### config.mk
export PLATFORM = sky130hd
export DESIGN_NAME = clock_set_ctrl_flat
export DESIGN_NICKNAME = d
export VERILOG_FILES = /design/src/rtl/clock_set_ctrl_if.sv /design/src/rtl/clock_set_ctrl.sv /design/src/flat_wrapper.sv
export SDC_FILE = /design/constraint.sdc
export NUM_CORES = 1
export LEC_CHECK = 0
export CAP_MARGIN = 0
export CELL_PAD_IN_SITES_DETAIL_PLACEMENT = 0
export CELL_PAD_IN_SITES_GLOBAL_PLACEMENT = 2
export CORE_MARGIN = 4
export CORE_UTILIZATION = 32
export CTS_BUF_LIST = sky130_fd_sc_hd__clkbuf_4
export DETAILED_ROUTE_END_ITERATION = 12
export PLACE_DENSITY_LB_ADDON = 0.1
export SLEW_MARGIN = 40
export SYNTH_ARGS = -nofsm -noshare
export SYNTH_HDL_FRONTEND = slang
export SYNTH_SLANG_ARGS = --single-unit
### constraint.sdc
create_clock -name clk -period 4.5 [get_ports clk]
set_input_delay 0.675 -clock clk [delete_from_list [all_inputs] [get_ports clk]]
set_output_delay 0.675 -clock clk [all_outputs]
set_load 0.05 [all_outputs]
### src/rtl/clock_set_ctrl_if.sv
// Signal bundle between the time-set controller and the hour/minute/second counters.
// master = controller side, slave = counter/display side.
interface clock_set_ctrl_if;
    logic       tick_1hz;
    logic       btn_mode;
    logic       btn_inc;
    logic [7:0] cur_hour;
    logic [7:0] cur_min;
    logic       cur_pm;
    logic       sec_cin;
    logic [7:0] data_out;
    logic       load_hour;
    logic       load_min;
    logic       load_sec;
    logic       load_pm;
    logic       pm_out;
    logic       blank_hour;
    logic       blank_min;
    logic       blank_pm;
    logic       setting;

    modport master (
        input  tick_1hz, btn_mode, btn_inc, cur_hour, cur_min, cur_pm,
        output sec_cin, data_out, load_hour, load_min, load_sec, load_pm, pm_out,
        output blank_hour, blank_min, blank_pm, setting
    );

    modport slave (
        output tick_1hz, btn_mode, btn_inc, cur_hour, cur_min, cur_pm,
        input  sec_cin, data_out, load_hour, load_min, load_sec, load_pm, pm_out,
        input  blank_hour, blank_min, blank_pm, setting
    );
endinterface

### src/rtl/clock_set_ctrl.sv
// Time-set controller: edits shadow hour/minute/AM-PM values with two buttons
// and commits them to the counters through a one-hot load sequence.
module clock_set_ctrl (
    input  logic              clk,
    input  logic              reset,
    clock_set_ctrl_if.master  bus
);
    typedef enum logic [2:0] {
        RUN,
        SET_HOUR,
        SET_MIN,
        SET_PM,
        COMMIT_H,
        COMMIT_M,
        COMMIT_S
    } state_t;

    state_t     r_state, w_next;
    logic [7:0] r_sh_hour, w_sh_hour_nx;
    logic [7:0] r_sh_min,  w_sh_min_nx;
    logic       r_sh_pm,   w_sh_pm_nx;
    logic [4:0] r_idle,    w_idle_nx;
    logic       r_blink,   w_blink_nx;
    logic       w_in_set;

    function automatic logic [7:0] f_hour_inc(input logic [7:0] h);
        logic [7:0] v;
        v = 8'h01;
        if (h >= 8'h01 && h <= 8'h08)
            v = h + 8'h01;
        else if (h == 8'h09)
            v = 8'h10;
        else if (h == 8'h10 || h == 8'h11)
            v = h + 8'h01;
        return v;
    endfunction

    function automatic logic [7:0] f_min_inc(input logic [7:0] m);
        logic [7:0] v;
        v = '0;
        if (m[7:4] <= 4'd5 && m[3:0] <= 4'd9 && m != 8'h59) begin
            if (m[3:0] == 4'd9)
                v = {m[7:4] + 4'd1, 4'h0};
            else
                v = {m[7:4], m[3:0] + 4'd1};
        end
        return v;
    endfunction

    assign w_in_set = (r_state == SET_HOUR) || (r_state == SET_MIN) || (r_state == SET_PM);

    always_comb begin
        w_next       = r_state;
        w_sh_hour_nx = r_sh_hour;
        w_sh_min_nx  = r_sh_min;
        w_sh_pm_nx   = r_sh_pm;
        w_idle_nx    = r_idle;
        w_blink_nx   = r_blink;
        case (r_state)
            RUN: begin
                w_idle_nx  = '0;
                w_blink_nx = 1'b0;
                if (bus.btn_mode) begin
                    w_next       = SET_HOUR;
                    w_sh_hour_nx = bus.cur_hour;
                    w_sh_min_nx  = bus.cur_min;
                    w_sh_pm_nx   = bus.cur_pm;
                end
            end
            SET_HOUR, SET_MIN, SET_PM: begin
                if (bus.btn_mode) begin
                    w_idle_nx = '0;
                    case (r_state)
                        SET_HOUR: w_next = SET_MIN;
                        SET_MIN:  w_next = SET_PM;
                        default:  w_next = COMMIT_H;
                    endcase
                end else if (bus.btn_inc) begin
                    w_idle_nx = '0;
                    if (r_state == SET_HOUR)
                        w_sh_hour_nx = f_hour_inc(r_sh_hour);
                    else if (r_state == SET_MIN)
                        w_sh_min_nx = f_min_inc(r_sh_min);
                    else
                        w_sh_pm_nx = ~r_sh_pm;
                end else if (bus.tick_1hz) begin
                    // The 30th idle tick aborts directly rather than parking a count of 30.
                    if (r_idle == 5'd29)
                        w_next = RUN;
                    else
                        w_idle_nx = r_idle + 5'd1;
                end
                if (bus.tick_1hz)
                    w_blink_nx = ~r_blink;
                if (w_next == RUN) begin
                    w_idle_nx  = '0;
                    w_blink_nx = 1'b0;
                end
            end
            COMMIT_H: w_next = COMMIT_M;
            COMMIT_M: w_next = COMMIT_S;
            COMMIT_S: begin
                w_next     = RUN;
                w_blink_nx = 1'b0;
            end
            default: w_next = RUN;
        endcase
    end

    always_ff @(posedge clk) begin
        if (reset) begin
            r_state   <= RUN;
            r_sh_hour <= 8'h12;
            r_sh_min  <= 8'h00;
            r_sh_pm   <= 1'b0;
            r_idle    <= '0;
            r_blink   <= 1'b0;
        end else begin
            r_state   <= w_next;
            r_sh_hour <= w_sh_hour_nx;
            r_sh_min  <= w_sh_min_nx;
            r_sh_pm   <= w_sh_pm_nx;
            r_idle    <= w_idle_nx;
            r_blink   <= w_blink_nx;
        end
    end

    assign bus.sec_cin = (r_state == RUN) && bus.tick_1hz;

    // Reset gates the decoded outputs so an interrupted commit stops loading at once.
    always_comb begin
        bus.data_out   = '0;
        bus.load_hour  = 1'b0;
        bus.load_min   = 1'b0;
        bus.load_sec   = 1'b0;
        bus.load_pm    = 1'b0;
        bus.pm_out     = 1'b0;
        bus.blank_hour = 1'b0;
        bus.blank_min  = 1'b0;
        bus.blank_pm   = 1'b0;
        bus.setting    = 1'b0;
        if (!reset) begin
            bus.setting = (r_state != RUN);
            case (r_state)
                SET_HOUR: bus.blank_hour = r_blink;
                SET_MIN:  bus.blank_min  = r_blink;
                SET_PM:   bus.blank_pm   = r_blink;
                COMMIT_H: begin
                    bus.load_hour = 1'b1;
                    bus.load_pm   = 1'b1;
                    bus.pm_out    = r_sh_pm;
                    bus.data_out  = r_sh_hour;
                end
                COMMIT_M: begin
                    bus.load_min = 1'b1;
                    bus.data_out = r_sh_min;
                end
                COMMIT_S: bus.load_sec = 1'b1;
                default: ;
            endcase
        end
    end
endmodule

### src/flat_wrapper.sv
// flat-port wrapper written by rule: the top's interface ports become plain ports
module clock_set_ctrl_flat 
  (clk, reset, bus_tick_1hz, bus_btn_mode, bus_btn_inc, bus_cur_hour, bus_cur_min, bus_cur_pm, bus_sec_cin, bus_data_out, bus_load_hour, bus_load_min, bus_load_sec, bus_load_pm, bus_pm_out, bus_blank_hour, bus_blank_min, bus_blank_pm, bus_setting);
  clock_set_ctrl_if bus_i ();
  input  logic clk;
  input  logic reset;
  input wire logic [$bits(bus_i.tick_1hz)-1:0] bus_tick_1hz;
  input wire logic [$bits(bus_i.btn_mode)-1:0] bus_btn_mode;
  input wire logic [$bits(bus_i.btn_inc)-1:0] bus_btn_inc;
  input wire logic [$bits(bus_i.cur_hour)-1:0] bus_cur_hour;
  input wire logic [$bits(bus_i.cur_min)-1:0] bus_cur_min;
  input wire logic [$bits(bus_i.cur_pm)-1:0] bus_cur_pm;
  output wire logic [$bits(bus_i.sec_cin)-1:0] bus_sec_cin;
  output wire logic [$bits(bus_i.data_out)-1:0] bus_data_out;
  output wire logic [$bits(bus_i.load_hour)-1:0] bus_load_hour;
  output wire logic [$bits(bus_i.load_min)-1:0] bus_load_min;
  output wire logic [$bits(bus_i.load_sec)-1:0] bus_load_sec;
  output wire logic [$bits(bus_i.load_pm)-1:0] bus_load_pm;
  output wire logic [$bits(bus_i.pm_out)-1:0] bus_pm_out;
  output wire logic [$bits(bus_i.blank_hour)-1:0] bus_blank_hour;
  output wire logic [$bits(bus_i.blank_min)-1:0] bus_blank_min;
  output wire logic [$bits(bus_i.blank_pm)-1:0] bus_blank_pm;
  output wire logic [$bits(bus_i.setting)-1:0] bus_setting;
  assign bus_i.tick_1hz = bus_tick_1hz;
  assign bus_i.btn_mode = bus_btn_mode;
  assign bus_i.btn_inc = bus_btn_inc;
  assign bus_i.cur_hour = bus_cur_hour;
  assign bus_i.cur_min = bus_cur_min;
  assign bus_i.cur_pm = bus_cur_pm;
  assign bus_sec_cin = bus_i.sec_cin;
  assign bus_data_out = bus_i.data_out;
  assign bus_load_hour = bus_i.load_hour;
  assign bus_load_min = bus_i.load_min;
  assign bus_load_sec = bus_i.load_sec;
  assign bus_load_pm = bus_i.load_pm;
  assign bus_pm_out = bus_i.pm_out;
  assign bus_blank_hour = bus_i.blank_hour;
  assign bus_blank_min = bus_i.blank_min;
  assign bus_blank_pm = bus_i.blank_pm;
  assign bus_setting = bus_i.setting;
  clock_set_ctrl u_core (.clk(clk), .reset(reset), .bus(bus_i));
endmodule
==> results by group, run 1 <==
Status
  • Run status: finished clean

STA
  • Worst slew margin: 45.0%
  • Max Clk Rate: 312 MHz
  • Fin Setup TNS: 0 ns
  • Skew final: 0.0146 ns
  • Final hold vios: 0
  • Worst-Margin Slew: 0.821 ns
  • Final setup fails: 0
  • Final Max Tran Viols: 0
  • RSZ-0062 raised after global routing: no
  • Minimum clock period: 3.21 ns
  • Final period utilization: 71.3%

Placement
  • Post-DP HPWL: 4080 µm
  • Inst Count DP: 354
  • IO buf count: 39
  • Routability Congestion: 0.822

Clock tree
  • Setup Buffers After CTS: 0
  • Cts hold-fix bufs: 0
  • Clock Path Buffers: 2
  • Worst-Skew Late Latency: 0.34 ns
  • CTS Buf Count: 3
  • CTS resizes: 0
  • CTS tree: done
  • Clk sinks: 26
  • Clock root cell: clkbuf_4
  • H-Tree Depth: 1
  • Clk pin slew, worst setup/hold paths: 0.17 ns

Logic synthesis
  • Seq cells post-synth: 26
  • Synth area leaders: dfxtp_1 27%, a21oi_1 6.0%, ha_1 5.8%
  • Mean Syn Cell Area: 7.64 µm²
  • Ys async rst share: 0%
  • Post-synthesis sequential area ratio: 26.9%
  • Top-area cell type share of the netlist area: 26.9%
  • EDFF count, synth: 0
  • Mapped Cells: 253
  • Syn nets: 284
  • Most used DFF post-synth: dfxtp_1
  • Ys Warns: 0
  • Most frequent cells after synthesis: 26 x dfxtp_1, 26 x nand2_1, 25 x nor2_1
  • Synthesized cell area: 1930 µm²
  • Post-synth cell types: 59
  • Synth area leader: dfxtp_1

Final layout
  • Post-Layout Cell Count: 358
  • Syn-to-layout area delta: 28.5%
  • Fraction of layout cells with a size suffix above 1: 10.2%
  • Inserted Diodes: 0
  • Fill count: 617
  • Final Net Count: 315

Worst setup path
  • Worst setup path category: in2out
  • Cells along the critical path: clkdlybuf4s50_1 -> clkinv_1 -> nand2_1 -> nor2_1 -> a22o_1 -> buf_12
  • Critical path fanouts, max: 9
  • Critical path arrival: 2.54 ns
  • Startpoint types: input port
  • Worst R2R Start: u_core.r_state[1]$_SDFFE_PP0P_
  • Critical path's largest stage delay: 0.65 ns
  • R2R Setup Slk: 2.34 ns
  • Endpoint type of the worst setup path: primary output
  • Slowest CP cell: nor2_1
  • Reg-to-Reg End: u_core.r_sh_min[2]$_SDFFE_PP0P_
  • Critical Path RT: 3.83 ns
  • R2R depth: 6

Detailed routing
  • Antenna Nets Post-Route: 0
  • Routed vias/inst: 5.33
  • Initial DRC count: 79
  • Vias: 1908
  • Wire per inst: 15.5 µm
  • Post-Route WL: 5560 µm
  • Drt drc: 0
  • First drt pass iteration count: 4

Global route
  • Gr busiest metal: met2
  • Largest net degree at the start of global routing: 29
  • Grt ovf: 0
  • Initial antenna violation count: 0
  • GR Util met2: 25.0%
  • Met3 Use GR: 1.92%
  • Via count of the first global-routing pass: 1794
  • Routing usage on met1: 21.0%
  • First-pass GRT wire length: 9130 µm
  • GRT Util Overall: 15.3%

Power and ir drop
  • PwrDens: 248 nW/µm²
  • Leakage power: 0.898 nW
  • Worst VDD drop: 0.114 mV

Worst hold path
  • Hold depth: 1
  • HP Start: u_core.r_sh_pm$_SDFFE_PP0P_
  • Hold WC Path Type: reg2reg
  • Hold Path Sink: u_core.r_sh_pm$_SDFFE_PP0P_

Floorplan
  • Die Span Y: 85.7 µm
  • Core box area: 5890 µm²
  • Std-Cell Rows: 28
  • Die ar.: 7350 µm²
  • Die width: 85.7 µm
  • Initial Utilization: 32.8%
  • IO Count: 40

Flow run
  • Max-cap check violation count: 0
==> state kept, by name (all words and copies together), names as in the netlist <==
signal	cells
u_core.r_sh_hour	8
u_core.r_sh_min	8
u_core.r_idle	5
u_core.r_state	3
u_core.r_blink	1
u_core.r_sh_pm	1
==> how the worst max path moves through the flow <==
stage                from              end  slack [ns]  cells past startpoint
global placement    reset       bus_pm_out        1.36                      6
global route        reset       bus_pm_out        1.17                      6
CTS                 reset  bus_data_out[5]        1.30                      6
floorplan           reset  bus_data_out[0]        1.43                      4
detailed placement  reset  bus_data_out[5]        1.30                      6
finish              reset  bus_data_out[5]        1.29                      6
==> cells in the final DEF, fill, tap and decap left out, drive strengths merged, types with 2 or more instances in the layout <==
cell           synthesis  routed
nand3b                 5       5
o21ai                  6       6
buf                   10      14
nand2b                13      13
nor2                  26      26
a211oi                 4       4
a21oi                 24      24
or2                    2       2
a22o                   8       8
o32ai                  4       4
clkbuf                 5       3
ha                     9       9
a31oi                  7       7
a311oi                 2       2
clkdlybuf4s50          0      27
nor3b                  2       2
and2                   5       5
nor3                   9       9
a22oi                  4       4
inv                   11      11
nand2                 26      26
a211o                  3       3
or3                    3       3
a221oi                 2       2
mux2i                  2       2
a2111oi                2       2
dfxtp                 26      26
nand3                 11      11
nand4                  4       4
o21bai                 2       2
==> layout make-up <==
type | instances | area [µm²] | share of cell area, %
Inverter | 12 | 45.0 | 1.81
Clock inverter | 1 | 30.0 | 1.21
Multi-Input combinational cell | 200 | 1280 | 51.7
Timing Repair Buffer | 41 | 488 | 19.6
Clock buffer | 3 | 22.5 | 0.907
Sequential cell | 26 | 520 | 21.0
Tap cell | 75 | 93.8 | 3.78
==> through the flow <==
| step | hold slack [ns] | cell area, µm² | util (%) | power (mW) | worst slack, ns |
|---|---|---|---|---|---|
| CTS | 0.491 | 2480 | 42.2 | 0.623 | 1.30 |
| global route | 0.508 | 2480 | 42.2 | 0.654 | 1.17 |
| detailed placement | 0.467 | 2430 | 41.3 | 0.452 | 1.30 |
| finish | 0.491 | 2480 | 42.2 | 0.615 | 1.29 |
| floorplan | 0.440 | 1930 | - | 0.397 | 1.43 |
| global placement | 0.459 | 2430 | 41.3 | 0.455 | 1.36 |
==> power by group <==
| part | internal (mW) | leakage [nW] | total [mW] | switching (mW) |
|---|---|---|---|---|
| Sequential | 0.248 | 0.213 | 0.282 | 0.0343 |
| Combinational | 0.0755 | 0.657 | 0.164 | 0.0889 |
| Clock | 0.0901 | 0.0279 | 0.168 | 0.0781 |
==> logic make-up (layout without fill, tap and decap cells) <==
logic type | count (synthesis) | count (layout) | share of synthesized area [%]
xor gates and xnor gates | 1 | 1 | 0.453
buffers and inverters | 27 | 57 | 6.67
and+or+nand+nor | 113 | 113 | 31.1
DFF | 26 | 26 | 26.9
muxes | 2 | 2 | 1.04
AOI/OAI and AO/OA | 75 | 75 | 28.0
adders and majority gates | 9 | 9 | 5.83
==> metal layers <==
layer,vias up,share of wire [%]
li1,984,-
met1,884,48
met2,36,47
met3,4,3.9
met4,0,1.0
met5,-,0
==> worst max-delay path, delay by kind of cell <==
| kind | cells | cell delay, ns |
|---|---|---|
| simple gates | 2 | 0.78 |
| buf+inv | 3 | 0.75 |
| compound gates | 1 | 0.32 |
(Power assumes the default switching activity.)
==> run 2, diff against run 1 <==
--- a/config.mk
+++ b/config.mk
@@ -9,7 +9,7 @@
 export CELL_PAD_IN_SITES_DETAIL_PLACEMENT = 0
 export CELL_PAD_IN_SITES_GLOBAL_PLACEMENT = 2
 export CORE_MARGIN = 4
-export CORE_UTILIZATION = 32
+export CORE_UTILIZATION = 30
 export CTS_BUF_LIST = sky130_fd_sc_hd__clkbuf_4
 export DETAILED_ROUTE_END_ITERATION = 12
 export PLACE_DENSITY_LB_ADDON = 0.1
==> constraint.sdc (replaced) <==
create_clock -name clk -period 3 [get_ports clk]
set_input_delay 0.45 -clock clk [delete_from_list [all_inputs] [get_ports clk]]
set_output_delay 0.45 -clock clk [all_outputs]
set_load 0.05 [all_outputs]
==> results by group, run 2 (synthesized netlist as in run 1, its figures left out) <==
Status
  • Run status: finished clean

Global route
  • Via count of the first global-routing pass: 1852 (+3.2%)
  • Largest net degree at the start of global routing: 29 (unchanged)
  • Grt ovf: 0 (unchanged)
  • Initial antenna violation count: 0 (unchanged)
  • First-pass GRT wire length: 9620 µm (+5.4%)
  • GRT Util Overall: 15.6% (+0.25 points)

STA
  • Final Max Tran Viols: 0 (unchanged)
  • Final period utilization: 86.4%
  • Worst-Margin Slew: 0.763 ns (-0.0577 ns)
  • Minimum clock period: 2.59 ns
  • RSZ-0062 raised after global routing: no
  • Worst slew margin: 49.1% (+4.1 points)
  • Final hold vios: 0 (unchanged)
  • Final setup fails: 0 (unchanged)
  • Skew final: 0.0138 ns (-0.000822 ns)
  • Max Clk Rate: 386 MHz
  • Fin Setup TNS: 0 ns (unchanged)

Floorplan
  • Die width: 88.3 µm (+3.0%)
  • Std-Cell Rows: 28 (unchanged)
  • Die ar.: 7790 µm² (+6.0%)
  • Initial Utilization: 31.7% (-1.1 points)
  • Die Span Y: 88.3 µm (+3.0%)
  • IO Count: 40 (unchanged)
  • Core box area: 6100 µm² (+3.6%)

Clock tree
  • Clk sinks: 26 (unchanged)
  • CTS Buf Count: 3 (unchanged)
  • Worst-Skew Late Latency: 0.34 ns (about the same)
  • H-Tree Depth: 1 (unchanged)
  • CTS tree: done
  • Clock root cell: clkbuf_4
  • Cts hold-fix bufs: 0 (unchanged)
  • Clock Path Buffers: 2 (unchanged)
  • Clk pin slew, worst setup/hold paths: 0.15 ns (-0.02 ns)
  • Setup Buffers After CTS: 0 (unchanged)
  • CTS resizes: 0 (unchanged)

Power and ir drop
  • Leakage power: 0.947 nW (+5.4%)
  • PwrDens: 366 nW/µm² (+48%)
  • Worst VDD drop: 0.159 mV (+40%)
  • Total power: 0.941 mW (+53%)

Final layout
  • Register Area: 520 µm² (unchanged)
  • Inserted Diodes: 0 (unchanged)
  • Most frequent cells in the layout: 26 x nand2_1, 26 x dfxtp_1, 25 x nor2_1
  • Final Net Count: 321 (+1.9%)
  • Top Registers: u_core.r_sh_hour x8, u_core.r_sh_min x8, u_core.r_idle x5
  • Fraction of layout cells with a size suffix above 1: 13.8% (+3.6 points)
  • Syn-to-layout area delta: 33.1%
  • Fill count: 645 (+4.5%)
  • Multi-input logic area: 1290 µm² (+0.49%)

Worst setup path
  • Critical Path RT: 2.55 ns (-1.28 ns)
  • Critical path arrival: 2.14 ns (-0.40 ns)
  • Slowest CP cell: clkdlybuf4s50_1
  • Critical path fanouts, max: 10 (+1)
  • Cells along the critical path: nor3_1 -> and2_1 -> clkdlybuf4s50_1
  • Startpoint types: register
  • R2R depth: 5 (-1)
  • Critical path's largest stage delay: 0.80 ns (+0.15 ns)
  • Endpoint type of the worst setup path: primary output
  • Worst setup path category: reg2out

Detailed routing
  • Wire per inst: 16.1 µm (+3.8%)
  • Post-Route WL: 5870 µm (+5.5%)
  • Initial DRC count: 61 (-23%)
  • Vias: 1948 (+2.1%)
  • Drt drc: 0 (unchanged)
  • Antenna Nets Post-Route: 0 (unchanged)
  • First drt pass iteration count: 4 (unchanged)
  • Routed vias/inst: 5.35 (+0.41%)

Placement
  • Routability Congestion: 0.743 (-9.7%)
  • Post-DP HPWL: 4280 µm (+4.8%)
  • IO buf count: 39 (unchanged)

Worst hold path
  • Hold depth: 2 (+1)
  • Hold WC Path Type: reg2reg

Flow run
  • Max-cap check violation count: 0 (unchanged)
-- run 2: changes by cell type in the layout (fill, tap and decap cells not counted), sizes merged --
cell	before	now
buf	14	25
clkdlybuf4s50	27	22
-- run 2: area by class of cell --
type                    instances  share of cell area [%]
clock buffers                   3                   0.875
clock inverters                 1                    1.17
inverters                      12                    1.75
multi-input cells             200                    50.1
flip-flops and latches         26                    20.2
well taps                      75                    3.65
repair buffers                 47                    22.2
-- run 2: report_power, final --
| part | internal (mW) | leakage, nW | switching (mW) | total, mW |
|---|---|---|---|---|
| clock network | 0.135 | 0.0279 | 0.123 | 0.258 |
| registers | 0.372 | 0.213 | 0.0515 | 0.423 |
| logic | 0.121 | 0.706 | 0.139 | 0.260 |
| total | 0.628 | 0.947 | 0.314 | 0.941 |
-- run 2: path summary, 6_finish.rpt --
check / start / end / slack (ns)
max: u_core.r_state[0]$_SDFFE_PP0P_ / bus_sec_cin / 0.41
min: u_core.r_sh_hour[7]$_SDFFE_PP0P_ / u_core.r_sh_hour[7]$_SDFFE_PP0P_ / 0.49
max reg2reg: u_core.r_state[0]$_SDFFE_PP0P_ / u_core.r_sh_min[7]$_SDFFE_PP0P_ / 1.02
min reg2reg: u_core.r_sh_hour[7]$_SDFFE_PP0P_ / u_core.r_sh_hour[7]$_SDFFE_PP0P_ / 0.49
-- run 2: worst max-delay path, delay by kind of cell (launching register included) --
family	cells	cell delay, ns
flops	1	0.47
simple gates	2	0.53
buf+inv	1	0.80
-- run 2: routing by layer --
metal / up-vias / global-route usage, % / share of wire [%]
met3: 2 / 2.61 / 4.4
met2: 42 / 24.2 / 45
met1: 903 / 22.9 / 50
met5: - / 0 / 0
li1: 1001 / - / -
met4: 0 / 2.47 / 0.60
-- run 2: per-stage QoR --
step                hold slack (ns)  cells  cell area (µm²)  setup slack, ns  util, %
floorplan                     0.440    253             1930            0.380        -
global placement              0.480    360             2510            0.261     41.2
detailed placement            0.480    360             2520            0.518     41.3
CTS                           0.500    364             2570            0.354     42.2
global route                  0.540    364             2570            0.236     42.2
finish                        0.494    364             2570            0.407     42.2
==> run 3, diff against run 2 <==
--- a/config.mk
+++ b/config.mk
@@ -5,6 +5,7 @@
 export SDC_FILE = /design/constraint.sdc
 export NUM_CORES = 1
 export LEC_CHECK = 0
+export ABC_AREA = 0
 export CAP_MARGIN = 0
 export CELL_PAD_IN_SITES_DETAIL_PLACEMENT = 0
 export CELL_PAD_IN_SITES_GLOBAL_PLACEMENT = 2
@@ -12,7 +13,7 @@
 export CORE_UTILIZATION = 30
 export CTS_BUF_LIST = sky130_fd_sc_hd__clkbuf_4
 export DETAILED_ROUTE_END_ITERATION = 12
-export PLACE_DENSITY_LB_ADDON = 0.1
+export PLACE_DENSITY = 0.89
 export SLEW_MARGIN = 40
 export SYNTH_ARGS = -nofsm -noshare
 export SYNTH_HDL_FRONTEND = slang
==> results by group, run 3 (synthesized netlist as in run 1, its figures left out) <==
Clock tree
  • Clock Path Buffers: 2 (unchanged)
  • Setup Buffers After CTS: 0 (unchanged)
  • Cts hold-fix bufs: 0 (unchanged)
  • Clk sinks: 26 (unchanged)
  • Clk pin slew, worst setup/hold paths: 0.16 ns (about the same)
  • CTS Buf Count: 3 (unchanged)
  • Clock root cell: clkbuf_4
  • H-Tree Depth: 1 (unchanged)
  • CTS tree: done
  • Worst-Skew Late Latency: 0.33 ns (about the same)
  • CTS resizes: 0 (unchanged)

Final layout
  • Inserted Diodes: 0 (unchanged)
  • Fill count: 663 (+2.8%)
  • Top Registers: u_core.r_sh_hour x8, u_core.r_sh_min x8, u_core.r_idle x5
  • Post-Layout Cell Count: 361 (-0.82%)
  • Final core occ: 41.4% (-0.80 points)
  • Cell area after layout: 2520 µm² (-1.9%)
  • Fraction of layout cells with a size suffix above 1: 12.6% (-1.3 points)
  • Final Net Count: 318 (-0.93%)
  • Most frequent cells in the layout: 26 x nand2_1, 26 x dfxtp_1, 25 x nor2_1
  • Syn-to-layout area delta: 30.6%

Detailed routing
  • Post-Route WL: 5510 µm (-6.1%)
  • Routed vias/inst: 5.37 (+0.26%)
  • First drt pass iteration count: 4 (unchanged)
  • Antenna Nets Post-Route: 0 (unchanged)
  • Wire per inst: 15.3 µm (-5.3%)
  • Initial DRC count: 87 (+43%)
  • Drt drc: 0 (unchanged)
  • Vias: 1937 (-0.56%)

Worst setup path
  • Critical path arrival: 2.18 ns (+0.04 ns)
  • CP bufs+invs: 1 (unchanged)
  • Slowest CP cell: clkdlybuf4s50_1
  • Startpoint types: register
  • Worst setup path category: reg2out
  • Cells along the critical path: nor3_1 -> and2_1 -> clkdlybuf4s50_1
  • Cell family with most CP delay: buffers and inverters
  • Critical path's largest stage delay: 0.80 ns (about the same)
  • Critical Path RT: 2.55 ns (about the same)
  • Critical path fanouts, max: 14 (+4)
  • Endpoint type of the worst setup path: primary output

STA
  • Skew final: 0.00185 ns (-0.0120 ns)
  • Worst slew margin: 49.7% (+0.56 points)
  • Fin Setup TNS: 0 ns (unchanged)
  • Minimum clock period: 2.63 ns (+0.0361 ns)
  • Final setup fails: 0 (unchanged)
  • Final Max Tran Viols: 0 (unchanged)
  • Worst-Margin Slew: 0.755 ns (-0.00847 ns)
  • Max Clk Rate: 380 MHz (-1.4%)
  • RSZ-0062 raised after global routing: no
  • Final period utilization: 87.6% (+1.2 points)
  • Final hold vios: 0 (unchanged)

Worst hold path
  • Hold WC Path Type: reg2reg

Global route
  • GRT Util Overall: 14.4% (-1.1 points)
  • Via count of the first global-routing pass: 1826 (-1.4%)
  • Initial antenna violation count: 0 (unchanged)
  • Largest net degree at the start of global routing: 29 (unchanged)
  • First-pass GRT wire length: 8940 µm (-7.0%)
  • Grt ovf: 0 (unchanged)

Placement
  • Inst Count DP: 357 (-0.83%)
  • Post-DP HPWL: 4020 µm (-6.0%)
  • IO buf count: 39 (unchanged)
  • Routability Congestion: 0.778 (+4.7%)
  • Placement-stage cell area: 2500 µm² (-0.89%)

Power and ir drop
  • Leakage power: 0.918 nW (-3.0%)
  • Worst VDD drop: 0.174 mV (+9.9%)
  • PwrDens: 334 nW/µm² (-8.8%)

Floorplan
  • Core box area: 6100 µm² (unchanged)
  • Initial Utilization: 31.7% (unchanged)
  • Die Span Y: 88.3 µm (unchanged)
  • Std-Cell Rows: 28 (unchanged)
  • IO Count: 40 (unchanged)
  • Die width: 88.3 µm (unchanged)
  • Die ar.: 7790 µm² (unchanged)

Status
  • Run status: finished clean

Flow run
  • Max-cap check violation count: 0 (unchanged)
==> run 3: cell count changes in the layout (fill, tap and decap cells not counted) <==
cell       previous run  this run
buf_4                12         9
bufinv_16             1         0
clkinv_1              1         2
==> run 3: final timing paths <==
check / from / to / slack [ns] / cells past startpoint
hold reg to reg: u_core.r_sh_hour[6]$_SDFFE_PP0P_ / u_core.r_sh_hour[6]$_SDFFE_PP0P_ / 0.50 / 2
setup / recovery: u_core.r_state[0]$_SDFFE_PP0P_ / bus_sec_cin / 0.37 / 3
setup reg to reg: u_core.r_state[0]$_SDFFE_PP0P_ / u_core.r_sh_min[7]$_SDFFE_PP0P_ / 0.82 / 5
hold / removal: u_core.r_sh_hour[6]$_SDFFE_PP0P_ / u_core.r_sh_hour[6]$_SDFFE_PP0P_ / 0.50 / 2
==> run 3: where the power goes <==
| group | switching, mW | internal, mW |
|---|---|---|
| clock | 0.119 | 0.0490 |
| combinational | 0.136 | 0.117 |
| sequential | 0.0495 | 0.372 |
==> run 3: worst min-delay path, stage by stage (launching register included) <==
cell and delay (ns):
dfxtp_1 0.36, nand2_1 0.06, a21oi_1 0.05
==> run 3: layout make-up <==
| class | instances | area, µm² | share of cell area [%] |
|---|---|---|---|
| tap | 75 | 93.8 | 3.72 |
| clock inverter | 1 | 3.75 | 0.149 |
| sequential | 26 | 520 | 20.6 |
| multi-input combinational | 200 | 1290 | 51.1 |
| timing repair buffer | 44 | 548 | 21.7 |
| clock buffer | 3 | 22.5 | 0.892 |
| inverter | 12 | 45.0 | 1.78 |
==> run 3: metrics by stage <==
stage | hold WS (ns) | total power, mW | worst slack [ns]
6_report | 0.498 | 0.843 | 0.371
5_1_grt | 0.509 | 0.894 | 0.203
4_1_cts | 0.495 | 0.851 | 0.344
3_5_place_dp | 0.477 | 0.681 | 0.531
3_3_place_gp | 0.477 | 0.682 | 0.297
2_1_floorplan | 0.440 | 0.596 | 0.380
==> run 3: metal layers <==
layer | global-route usage [%] | up-vias | wire length (µm)
met5 | 0 | - | 0
met4 | 4.12 | 0 | 53
met3 | 2.05 | 4 | 263
met2 | 22.0 | 45 | 2420
met1 | 21.2 | 897 | 2770
li1 | - | 991 | -
